$ cat src/rtl/fc_act_reader_pkg.sv
// Shared definitions for the FC activation reader: geometry of the packed
// activation word, the reader state encoding and the word-to-pixel slicer.
package fc_act_reader_pkg;

    localparam int ACT_PER_ADDR = 4;
    localparam int BW_PER_ACT   = 12;
    localparam int ADDR_BW      = 10;
    localparam int LEN_BW       = 7;
    localparam int WORD_W       = ACT_PER_ADDR * BW_PER_ACT;
    localparam int SUB_W        = $clog2(ACT_PER_ADDR);

    typedef enum logic [1:0] {
        IDLE,
        FILL,
        STREAM,
        DONE
    } rd_state_e;

    // Pixel k of a word, MSB slice first (pixel 0 sits in the top bits).
    function automatic logic signed [BW_PER_ACT-1:0] act_slice(
        input logic [WORD_W-1:0] word,
        input logic [SUB_W-1:0]  k
    );
        logic [WORD_W-1:0] shifted;
        shifted = word >> ((ACT_PER_ADDR - 1 - int'(k)) * BW_PER_ACT);
        return $signed(shifted[BW_PER_ACT-1:0]);
    endfunction

endpackage

$ cat src/rtl/fc_word_buf.sv
// Two-slot word FIFO sitting between the SRAM read port and the pixel
// unpacker. Push and pop in the same cycle are allowed so a slot can be
// drained and refilled without a bubble.
module fc_word_buf
    import fc_act_reader_pkg::*;
(
    input  logic              clk,
    input  logic              srst_n,
    input  logic              push,
    input  logic [WORD_W-1:0] wdata,
    input  logic              pop,
    output logic [WORD_W-1:0] rdata,
    output logic [1:0]        occ
);

    logic [WORD_W-1:0] slot [2];
    logic              wr_ptr;
    logic              rd_ptr;

    // Pointer and occupancy bookkeeping; the only state cleared by reset.
    always_ff @(posedge clk or negedge srst_n) begin
        if (!srst_n) begin
            wr_ptr <= 1'b0;
            rd_ptr <= 1'b0;
            occ    <= 2'd0;
        end else begin
            if (push) wr_ptr <= ~wr_ptr;
            if (pop)  rd_ptr <= ~rd_ptr;
            case ({push, pop})
                2'b10:   occ <= occ + 2'd1;
                2'b01:   occ <= occ - 2'd1;
                default: occ <= occ;
            endcase
        end
    end

    // Word storage; contents are meaningless while the slot is empty.
    always_ff @(posedge clk) begin
        if (push) slot[wr_ptr] <= wdata;
    end

    assign rdata = slot[rd_ptr];

endmodule

$ cat src/rtl/fc_act_reader.sv
// Activation SRAM reader for the fully-connected stage. Fetches packed words,
// keeps up to two words buffered or in flight, and unpacks them into a
// gap-free pixel stream (f0 / fc_enable) of exactly act_len pixels.
module fc_act_reader
    import fc_act_reader_pkg::*;
(
    input  logic                         clk,
    input  logic                         srst_n,
    input  logic                         start,
    input  logic [ADDR_BW-1:0]           base_addr,
    input  logic [LEN_BW-1:0]            act_len,
    output logic                         sram_ren,
    output logic [ADDR_BW-1:0]           sram_raddr,
    input  logic [WORD_W-1:0]            sram_rdata,
    output logic signed [BW_PER_ACT-1:0] f0,
    output logic                         fc_enable,
    output logic                         busy,
    output logic                         done
);

    rd_state_e         state;
    logic [LEN_BW-1:0] len_q;
    logic [LEN_BW-1:0] words_need_q;
    logic [LEN_BW-1:0] words_req;
    logic [LEN_BW-1:0] pix_cnt;
    logic [SUB_W-1:0]  sub_idx;
    logic              rd_pend;

    logic [1:0]        buf_occ;
    logic [WORD_W-1:0] buf_word;

    logic [LEN_BW-1:0] words_need_d;
    logic              fill_ready;
    logic              emit;
    logic              last_pix;
    logic              pop;
    logic [2:0]        in_flight;
    logic              issue;

    // rd_pend marks the cycle the SRAM data is valid, so it doubles as push.
    fc_word_buf u_word_buf (
        .clk    (clk),
        .srst_n (srst_n),
        .push   (rd_pend),
        .wdata  (sram_rdata),
        .pop    (pop),
        .rdata  (buf_word),
        .occ    (buf_occ)
    );

    // Stream bookkeeping: when to start, emit, pop and issue the next read.
    always_comb begin
        words_need_d = LEN_BW'(({1'b0, act_len} + (LEN_BW + 1)'(ACT_PER_ADDR - 1)) >> SUB_W);
        // Start streaming once two words are on hand (or every word, for
        // short runs) so the prefetch can always stay ahead of the unpacker.
        fill_ready   = (buf_occ != 2'd0) &&
                       ((({1'b0, buf_occ} + 3'(rd_pend)) >= 3'd2) ||
                        ((words_req == words_need_q) && !sram_ren && !rd_pend));
        emit         = ((state == FILL) && fill_ready) ||
                       ((state == STREAM) && (pix_cnt != len_q));
        last_pix     = (pix_cnt + LEN_BW'(1)) == len_q;
        pop          = emit && ((sub_idx == SUB_W'(ACT_PER_ADDR - 1)) || last_pix);
        // Words held or owed to the buffer after this edge: occupied slots,
        // the word landing now, the read currently on the bus, less any pop.
        in_flight    = {1'b0, buf_occ} + 3'(rd_pend) + 3'(sram_ren) - 3'(pop);
        issue        = ((state == FILL) || (state == STREAM)) &&
                       (words_req != words_need_q) && (in_flight < 3'd2);
    end

    // Reader FSM with registered SRAM request, pixel output and status.
    always_ff @(posedge clk or negedge srst_n) begin
        if (!srst_n) begin
            state        <= IDLE;
            len_q        <= '0;
            words_need_q <= '0;
            words_req    <= '0;
            pix_cnt      <= '0;
            sub_idx      <= '0;
            rd_pend      <= 1'b0;
            sram_ren     <= 1'b0;
            sram_raddr   <= '0;
            f0           <= '0;
            fc_enable    <= 1'b0;
            busy         <= 1'b0;
            done         <= 1'b0;
        end else begin
            rd_pend   <= sram_ren;
            done      <= 1'b0;
            sram_ren  <= 1'b0;
            fc_enable <= emit;

            if (issue) begin
                sram_ren   <= 1'b1;
                sram_raddr <= sram_raddr + ADDR_BW'(1);
                words_req  <= words_req + LEN_BW'(1);
            end

            if (emit) begin
                f0      <= act_slice(buf_word, sub_idx);
                pix_cnt <= pix_cnt + LEN_BW'(1);
                sub_idx <= pop ? '0 : sub_idx + SUB_W'(1);
            end

            case (state)
                IDLE: begin
                    if (start) begin
                        if (act_len != '0) begin
                            len_q        <= act_len;
                            words_need_q <= words_need_d;
                            words_req    <= LEN_BW'(1);
                            pix_cnt      <= '0;
                            sub_idx      <= '0;
                            sram_ren     <= 1'b1;
                            sram_raddr   <= base_addr;
                            busy         <= 1'b1;
                            state        <= FILL;
                        end else begin
                            done <= 1'b1;
                        end
                    end
                end
                FILL: begin
                    if (fill_ready) state <= STREAM;
                end
                STREAM: begin
                    if (!emit) begin
                        busy  <= 1'b0;
                        done  <= 1'b1;
                        state <= DONE;
                    end
                end
                DONE: begin
                    state <= IDLE;
                end
                default: begin
                    state <= IDLE;
                end
            endcase
        end
    end

endmodule

$ cat config.mk
export PLATFORM = sky130hd
export DESIGN_NAME = fc_act_reader
export DESIGN_NICKNAME = d
export VERILOG_FILES = /design/src/rtl/fc_act_reader_pkg.sv /design/src/rtl/fc_word_buf.sv /design/src/rtl/fc_act_reader.sv
export SDC_FILE = /design/constraint.sdc
export NUM_CORES = 1
export LEC_CHECK = 0
export BUFFER_PORTS_ARGS = -buffer_cell sky130_fd_sc_hd__buf_2
export CAP_MARGIN = 20
export CORE_AREA = 2 2 118 120
export DETAILED_ROUTE_END_ITERATION = 6
export DIE_AREA = 0 0 120 122
export GPL_TIMING_DRIVEN = 0
export PLACE_DENSITY = 0.79
export SYNTH_ARGS = -nofsm -noshare
export SYNTH_HDL_FRONTEND = slang
export SYNTH_SLANG_ARGS = --single-unit
$ cat constraint.sdc
create_clock -name clk -period 4.9 [get_ports clk]
set_input_delay 0 -clock clk [delete_from_list [all_inputs] [get_ports clk]]
set_output_delay 0 -clock clk [all_outputs]
set_load 0.02 [all_outputs]
==> results of run 1 <==
sequential cells by signal (all words and copies together) (netlist names), 6 cells and up:
register         cells
f0                  12
len_q                7
pix_cnt              7
sram_raddr          10
u_word_buf.slot     96
words_need_q         6
words_req            7
per-stage QoR:
stage	cells	total power [uW]	util (%)	worst slack [ns]	cell area (sq um)
final	923	6110	71.3	0.301	9630
after global routing	923	6440	71.3	0.119	9630
after CTS	924	6090	71.3	0.0501	9630
after detailed placement	827	4750	62.2	0.0888	8390
after global placement	824	4610	61.6	0.206	8320
after floorplan	551	3980	-	0.694	7630
synthesized netlist by cell type, types with 10 or more instances:
master / count / area (sq um)
inv_1: 11 / 41.3
nand2_1: 53 / 199
o21ai_0: 23 / 115
nor2_1: 37 / 139
dfrtp_1: 62 / 1550
mux2i_1: 22 / 220
mux4_2: 44 / 991
nand3_1: 10 / 50.1
xor2_1: 18 / 158
edfxtp_1: 96 / 2880
clkbuf_1: 12 / 45.0
xnor2_1: 23 / 201
a21oi_1: 26 / 130
ha_1: 14 / 175
layer usage:
metal  global-route usage, %  wire [um]  vias to the layer above
met3                    7.12       1180                       41
li1                        -          -                     2470
met2                    49.5      10100                      247
met1                    30.7       7040                     2715
met4                    10.1        468                        0
met5                       0          0                        -
area by class of cell:
type                    count  area, sq um
repair buffers            163         1200
flip-flops and latches    158         4430
fillers                   842         3880
multi-input cells         353         3030
inverters                  13         48.8
clock buffers              17          425
plain buffers              26          125
clock inverters            13          140
well taps                 180          225
critical path, delay by kind of cell (launching register included):
family / cells / cell delay, ns
adders and majority gates: 2 / 0.79
DFF: 1 / 0.41
xor gates and xnor gates: 1 / 0.17
AOI/OAI and AO/OA: 6 / 1.38
and+or+nand+nor: 5 / 1.58
buffers and inverters: 1 / 0.19
how the worst min path moves through the flow:
stage              startpoint                     end  depth (start not counted)
2_1_floorplan          srst_n                    busy                          0
3_3_place_gp   sram_rdata[20]  u_word_buf.slot[0][20]                          1
3_5_place_dp           srst_n                state[1]                          1
4_1_cts                srst_n                state[1]                          2
5_1_grt                srst_n         words_need_q[1]                          2
6_report               srst_n                    done                          2
timing repair:
action                     in CTS  in global routing
hold endpoints to repair      147                  0
hold buffers                   67                  0
resized for setup               0                  1
setup endpoints to repair       0                  2
where the power goes:
part | internal (uW) | total (uW) | switching, uW
Sequential | 1850 | 2140 | 285
Combinational | 1170 | 2690 | 1520
Clock | 745 | 1280 | 532
Total | 3770 | 6110 | 2340
cell families after synthesis:
logic type	Yosys count	share of synthesized area, %
buffers and inverters	40	2.33
XOR/XNOR	41	4.70
adder cells (fa/ha/maj)	15	2.56
multiplexers	71	16.7
flip-flops	158	58.1
AND/OR/NAND/NOR	131	7.64
AO/OA/AOI/OAI	95	8.03
==> impl_metrics.env, run 1 <==
export IMPL_yosys_most_used_dff="edfxtp_1"
export IMPL_die_y_um=122
export IMPL_final_common_cell="buf_2"
export IMPL_hold_violations=0
export IMPL_area_growth_synth_to_final_pct=26.1
export IMPL_ioPinCount=94
export IMPL_timing_rr_start="words_need_q[5]"
export IMPL_h_tree_depth=4
export IMPL_power_density_nw_per_um2=635
export IMPL_r2r_end="words_req[6]"
export IMPL_portBuffers=93
export IMPL_grt_pass1_vias=5841
export IMPL_synth_area_sq_um=7630
export IMPL_maxCapViolations=0
export IMPL_rsz0062_at_grt="no"
export IMPL_cp_start_kind="flip-flop"
export IMPL_chipWidth_um=120
export IMPL_fin_crit_ns=4.60
export IMPL_clk_insertion_delay_late_ns=0.43
export IMPL_cts_made_buffers=17
export IMPL_status="finished, final reports clean"
export IMPL_end_kind="flip-flop"
export IMPL_core_area_sq_um=13500
export IMPL_vdd_drop_max_mv=0.579
export IMPL_layout_drive_gt1_share_pct=25.7
export IMPL_reg2reg_depth=15
export IMPL_vias=5473
export IMPL_drcViolationCount=0
export IMPL_rows=43
export IMPL_slew_headroom_pct=30.2
export IMPL_slowest_stage="or4_4"
export IMPL_cpMostUsedCell="a21oi_1"
export IMPL_hold_class="in -> async"
export IMPL_synth_edf_count=96
export IMPL_worstPathMaxFanout=10
export IMPL_postCtsSetupBuffers=0
export IMPL_max_freq_mhz=217
export IMPL_ys_seq_area_share_pct=58.1
export IMPL_critPathKind="reg -> reg"
export IMPL_synth_nets=634
export IMPL_drv_slew=0
export IMPL_cts_tree="yes"
export IMPL_post_drt_wl_per_cell_um=20.4
export IMPL_cts_clk_slew_worst_paths_ns=0.06
export IMPL_synth_area_per_cell_sq_um=13.9
export IMPL_first_pass_iters=5
export IMPL_hpwl_um=12400
export IMPL_place_congestion=0.906
export IMPL_setup_violations=0
export IMPL_yosysWarningCount=0
export IMPL_r2r_slack_ns=0.30
export IMPL_die_area_sq_um=14600
export IMPL_numClockSinks=158
export IMPL_antenna_cells=0
export IMPL_fin_worst_skew_ns=0.00807
export IMPL_yosys_cell_types_count=51
export IMPL_antenna_found_initial=0
export IMPL_synth_seq_cells=158
export IMPL_drt_initial_drc_count=405
export IMPL_antenna_left=0
export IMPL_timing_final_crit_share_pct=93.9
export IMPL_crit_chain="xor2_1 > or4_4 > o41ai_2 > a32oi_1 > buf_6 > nor2_1 > ha_1 > nand2b_1 > fa_1 > o211ai_1 > a21oi_1 > o21a_2 > nand4_1 > or3_1 > a21oi_1"
export IMPL_tightest_slew_ns=1.04
export IMPL_grt_pass1_wl_um=29700
export IMPL_layout_common_cells="buf_2, edfxtp_1, dlygate4sd3_1, dfrtp_1, nand2_1"
export IMPL_root_buffer="clkbuf_16"
export IMPL_crit_arrival_ns=4.94
export IMPL_worst_endpoint_required_ns=5.24
export IMPL_grt_ovfl_total=0
export IMPL_startpoint="words_need_q[5]"
export IMPL_vias_per_cell=5.93
export IMPL_synthArstFlopShare_pct=39.2
export IMPL_tns_ns=0
export IMPL_num_nets_final=815
export IMPL_synthCells=551
export IMPL_cts_buffer_depth=2
export IMPL_start_util_pct=56.5
export IMPL_drt_wl_total_um=18800
export IMPL_grt_usage_pct=27.2
export IMPL_max_stage_delay_ns=0.57
export IMPL_whs_ns=0.122
export IMPL_grt_start_max_net_pins=37
export IMPL_leakage_uw=0.00383
export IMPL_critical_path_endpoint="words_req[6]"
No activity file was read; power rests on OpenSTA's default activity.
==> run 2: changes to the inputs <==
- PLACE_DENSITY: 0.79 -> 0.91
==> run 2 against run 1 <==
Against the previous run:
- critical path depth did not move
- utilization rose by 0.065 points
- die area did not move
- first-iteration DRC count rose by 91%
- wire length rose by 11%
- global-route usage rose by 2.6 points
- clock skew rose by 0.0036 ns
- register-to-register slack got worse by 0.03 ns
- clock-buffer cell count did not move
- final cell count rose by 0.11%
- setup slack got worse by 0.030 ns
- largest cell class unchanged
==> impl_metrics.env, run 2 (synthesized netlist as in run 1, its figures left out) <==
export IMPL_numClockSinks=158
export IMPL_cp_start_kind="flip-flop"
export IMPL_place_congestion=0.927
export IMPL_clk_insertion_delay_late_ns=0.44
export IMPL_leakage_uw=0.00384
export IMPL_drcViolationCount=0
export IMPL_setup_violations=0
export IMPL_cts_clk_slew_worst_paths_ns=0.06
export IMPL_hold_class="in -> async"
export IMPL_power_switching_uw=2470
export IMPL_postCtsSetupBuffers=0
export IMPL_fin_util_pct=71.4
export IMPL_core_area_sq_um=13500
export IMPL_drv_slew=0
export IMPL_ioPinCount=94
export IMPL_die_area_sq_um=14600
export IMPL_grt_pass1_vias=6003
export IMPL_hold_violations=0
export IMPL_grt_pass1_wl_um=32200
export IMPL_antenna_found_initial=0
export IMPL_final_common_cell="buf_2"
export IMPL_tightest_slew_ns=0.969
export IMPL_slew_headroom_pct=34.9
export IMPL_num_nets_final=815
export IMPL_multiInputGateArea_sq_um=3030
export IMPL_worst_endpoint_required_ns=5.26
export IMPL_cts_made_buffers=17
export IMPL_vias_per_cell=6.29
export IMPL_chipWidth_um=120
export IMPL_power_density_nw_per_um2=645
export IMPL_reg_top3="u_word_buf.slot: 96 flops, f0: 12 flops, sram_raddr: 10 flops"
export IMPL_rows=43
export IMPL_p_clk_share_pct=20.9
export IMPL_swShare_pct=39.7
export IMPL_p_comb_share_pct=44.3
export IMPL_whs_ns=0.156
export IMPL_crit_chain="xnor2_1 > nand4_1 > or4_1 > a32oi_1 > buf_6 > nor2_1 > ha_1 > nand2b_1 > fa_1 > o211ai_1 > a21oi_1 > o21a_2 > nand4_1 > or3_1 > a21oi_1"
export IMPL_vdd_drop_max_mv=0.395
export IMPL_rsz0062_at_grt="no"
export IMPL_fin_worst_skew_ns=0.0116
export IMPL_max_freq_mhz=216
export IMPL_timing_rr_start="pix_cnt[4]"
export IMPL_dp_cells=827
export IMPL_largest_reg_flops=96
export IMPL_crit_family="simple AND/OR/NAND/NOR gates"
export IMPL_stdcell_count=924
export IMPL_cts_tree="yes"
export IMPL_cts_buffer_depth=2
export IMPL_stdcell_area_sq_um=9640
export IMPL_hpwl_um=12800
export IMPL_reg2reg_depth=15
export IMPL_critPathKind="reg -> reg"
export IMPL_antenna_cells=0
export IMPL_crit_buf_inv=1
export IMPL_die_y_um=122
export IMPL_grt_usage_pct=29.8
export IMPL_ff_latch_area_sq_um=4430
export IMPL_area_growth_synth_to_final_pct=26.2
export IMPL_p_seq_share_pct=34.8
export IMPL_r2r_slack_ns=0.27
export IMPL_portBuffers=93
export IMPL_first_pass_iters=6
export IMPL_status="finished, final reports clean"
export IMPL_fin_crit_ns=4.63
export IMPL_tns_ns=0
export IMPL_layout_drive_gt1_share_pct=26.1
export IMPL_timing_final_crit_share_pct=94.5
export IMPL_grt_ovfl_total=0
export IMPL_p_int_uw=3750
export IMPL_layout_common_cells="buf_2, edfxtp_1, dlygate4sd3_1, dfrtp_1, nand2_1"
export IMPL_placed_area_sq_um=8390
export IMPL_drt_initial_drc_count=774
export IMPL_max_stage_delay_ns=0.58
export IMPL_maxCapViolations=0
export IMPL_crit_arrival_ns=4.99
export IMPL_slowest_stage="or4_1"
export IMPL_antenna_left=0
export IMPL_vias=5810
export IMPL_grt_start_max_net_pins=33
export IMPL_h_tree_depth=4
export IMPL_largest_register="u_word_buf.slot"
export IMPL_start_util_pct=56.5
export IMPL_root_buffer="clkbuf_16"
export IMPL_end_kind="flip-flop"
export IMPL_post_drt_wl_per_cell_um=22.5
export IMPL_r2r_end="words_req[6]"
export IMPL_fillers=819
export IMPL_drt_wl_total_um=20800
export IMPL_worstPathMaxFanout=10
[run 2: cell count changes in the layout (fill, tap and decap cells not counted)]
cell | before | now
inv_6 | 3 | 4
clkinv_1 | 4 | 2
clkinvlp_4 | 1 | 0
inv_8 | 0 | 4
bufinv_16 | 2 | 1
[run 2: how the worst max path moves through the flow]
stage	start	endpoint	slack (ns)	cells after the start
2_1_floorplan	words_req[5]	words_req[6]	0.69	16
3_3_place_gp	words_need_q[5]	words_req[6]	0.18	16
3_5_place_dp	words_req[3]	words_req[6]	0.06	16
4_1_cts	words_req[3]	words_req[6]	0.003	16
5_1_grt	pix_cnt[2]	words_req[6]	0.02	16
6_report	pix_cnt[4]	words_req[6]	0.27	15
[run 2: metrics by stage]
stage,total power (uW),worst slack [ns]
4_1_cts,6120,0.00336
3_5_place_dp,4740,0.0580
2_1_floorplan,3980,0.694
6_report,6220,0.271
5_1_grt,6500,0.0158
3_3_place_gp,4560,0.184
[run 2: metal layers]
| metal | wire length (um) | track usage, % |
|---|---|---|
| met3 | 1680 | 6.46 |
| met5 | 0 | 0 |
| met4 | 1060 | 16.8 |
| met1 | 7290 | 34.8 |
| met2 | 10800 | 51.2 |
[run 2: what timing repair did]
item,4_1_cts,5_1_grt
gates resized for setup,0,1
endpoints found under the hold margin,151,0
hold buffers,67,0
endpoints found under the setup margin,0,5
[run 2: power by group through the flow]
stage               Combinational, uW  Clock, uW  Sequential (uW)
global placement                 2430          0             2130
detailed placement               2590          0             2150
finish                           2750       1300             2160
global route                     2950       1360             2180
CTS                              2680       1300             2140
floorplan                        1790          0             2200
[run 2: final cells by class]
cell class | instances | share of cell area [%]
Sequential cell | 158 | 46.0
Multi-Input combinational cell | 353 | 31.5
Timing Repair Buffer | 163 | 12.4
Clock buffer | 17 | 4.42
Tap cell | 180 | 2.34
Clock inverter | 14 | 1.55
Buffer | 26 | 1.30
Inverter | 13 | 0.506
==> run 3: changes to the inputs <==
- RECOVER_POWER: unset -> 25
==> run 3 against run 2 <==
Against the previous run:
- combinational power is essentially flat
- global-route usage is the same
- clock skew is essentially flat
- final cell count is the same
- non-clock buffer count is the same
- utilization shrank 0.34 points
- maximum frequency grew 0.13%
- setup slack gained 0.0059 ns
- critical path type unchanged
- wire length grew 0.11%
- largest cell class unchanged
- first-iteration DRC count shrank 4.3%
- register-to-register slack is essentially flat
- critical endpoint unchanged
- hold slack gained 0.0047 ns
==> impl_metrics.env, run 3 (synthesized netlist as in run 1, its figures left out) <==
export IMPL_critPathKind="reg -> reg"
export IMPL_cts_made_buffers=17
export IMPL_vias=5824
export IMPL_hpwl_um=12800
export IMPL_tns_ns=0
export IMPL_crit_arrival_ns=4.98
export IMPL_die_y_um=122
export IMPL_layout_drive_gt1_share_pct=21.1
export IMPL_fin_worst_skew_ns=0.0115
export IMPL_grt_pass1_wl_um=32200
export IMPL_cp_start_kind="flip-flop"
export IMPL_antenna_found_initial=0
export IMPL_numClockSinks=158
export IMPL_setup_violations=0
export IMPL_root_buffer="clkbuf_16"
export IMPL_timing_rr_start="words_req[3]"
export IMPL_drt_initial_drc_count=741
export IMPL_ioPinCount=94
export IMPL_status="finished, final reports clean"
export IMPL_grtUsageMet1_pct=34.8
export IMPL_area_growth_synth_to_final_pct=25.6
export IMPL_slew_headroom_pct=34.6
export IMPL_place_congestion=0.927
export IMPL_r2r_slack_ns=0.28
export IMPL_met3_usage_pct=6.46
export IMPL_drcViolationCount=0
export IMPL_timing_final_ws_setup_ns=0.277
export IMPL_first_pass_iters=5
export IMPL_fin_crit_ns=4.62
export IMPL_cts_tree="yes"
export IMPL_chipWidth_um=120
export IMPL_hold_violations=0
export IMPL_use_met2_pct=51.2
export IMPL_power_density_nw_per_um2=648
export IMPL_drv_slew=0
export IMPL_die_area_sq_um=14600
export IMPL_cts_buffer_depth=2
export IMPL_largest_reg_flops=96
export IMPL_maxCapViolations=0
export IMPL_r2r_end="words_req[6]"
export IMPL_layout_common_cells="edfxtp_1, dlygate4sd3_1, buf_2, dfrtp_1, nand2_1"
export IMPL_h_tree_depth=4
export IMPL_postCtsSetupBuffers=0
export IMPL_rsz0062_at_grt="no"
export IMPL_vias_per_cell=6.30
export IMPL_fin_util_pct=71.0
export IMPL_grt_pass1_vias=6003
export IMPL_stdcell_area_sq_um=9590
export IMPL_antenna_cells=0
export IMPL_reg2reg_depth=15
export IMPL_grt_busiest_layer="met2"
export IMPL_num_nets_final=815
export IMPL_worstPathMaxFanout=10
export IMPL_drt_wl_total_um=20800
export IMPL_antenna_left=0
export IMPL_core_area_sq_um=13500
export IMPL_grt_ovfl_total=0
export IMPL_leakage_uw=0.00374
export IMPL_timing_final_crit_share_pct=94.4
export IMPL_reg_top3="u_word_buf.slot: 96 flops, f0: 12 flops, sram_raddr: 10 flops"
export IMPL_grt_start_max_net_pins=33
export IMPL_vdd_drop_max_mv=0.399
export IMPL_rows=43
export IMPL_max_freq_mhz=216
export IMPL_post_drt_wl_per_cell_um=22.6
export IMPL_grt_usage_pct=29.8
export IMPL_fillers=845
export IMPL_worst_endpoint_required_ns=5.25
export IMPL_start_util_pct=56.5
export IMPL_largest_register="u_word_buf.slot"
export IMPL_portBuffers=93
export IMPL_dp_slack_ns=0.0580
export IMPL_end_kind="flip-flop"
export IMPL_clk_insertion_delay_late_ns=0.44
export IMPL_placed_area_sq_um=8390
export IMPL_ff_latch_area_sq_um=4430
export IMPL_cts_clk_slew_worst_paths_ns=0.06
export IMPL_final_common_cell="edfxtp_1"
export IMPL_hold_class="in -> async"
export IMPL_multiInputGateArea_sq_um=3030
export IMPL_tightest_slew_ns=0.974
==> run 3: layout make-up <==
| type | count | share of cell area (%) |
|---|---|---|
| Buffer | 26 | 1.30 |
| Clock buffer | 17 | 4.44 |
| Clock inverter | 14 | 1.55 |
| Inverter | 13 | 0.509 |
| Multi-Input combinational cell | 353 | 31.6 |
| Sequential cell | 158 | 46.2 |
| Tap cell | 180 | 2.35 |
| Timing Repair Buffer | 163 | 12.0 |
==> run 3: timing repair <==
action                                 4_1_cts  5_1_grt
hold buffers                                67        0
setup endpoints to repair                    0        5
endpoints found under the hold margin      151        0
gates resized for setup                      0        1
==> run 3: how the worst max path moves through the flow <==
| stage | start | endpoint | slack, ns | cells after the start |
|---|---|---|---|---|
| floorplan | words_req[5] | words_req[6] | 0.69 | 16 |
| global placement | words_need_q[5] | words_req[6] | 0.18 | 16 |
| detailed placement | words_req[3] | words_req[6] | 0.06 | 16 |
| CTS | words_req[3] | words_req[6] | 0.003 | 16 |
| global route | pix_cnt[2] | words_req[6] | 0.02 | 16 |
| finish | words_req[3] | words_req[6] | 0.28 | 15 |
==> run 3: worst max-delay path, cell delays in order, from the launching register on <==
cell	delay (ns)
dfrtp_1	0.44
xor2_1	0.17
or4_4	0.54
o41ai_2	0.29
a32oi_1	0.24
buf_6	0.20
nor2_1	0.31
ha_1	0.30
nand2b_1	0.15
fa_1	0.48
o211ai_1	0.09
a21oi_1	0.24
o21a_2	0.34
nand4_1	0.21
or3_1	0.39
a21oi_1	0.15
==> run 3: per-stage QoR <==
step	std cells	hold WS, ns	total power, uW
after floorplan	551	-0.296	3980
after global placement	824	0.187	4560
after detailed placement	827	0.0911	4740
after CTS	925	0.177	6120
after global routing	924	0.217	6490
final	924	0.160	6220
==> run 3: report_power, final <==
part / internal, uW / switching, uW
Sequential: 1850 / 310
Combinational: 1170 / 1580
Clock: 717 / 586
Total: 3740 / 2470
==> run 3: per-layer routing <==
metal / part of all wire [%] / routed length (um)
met1: 35 / 7330
met2: 52 / 10800
met3: 8.1 / 1700
met4: 5.0 / 1040
met5: 0 / 0
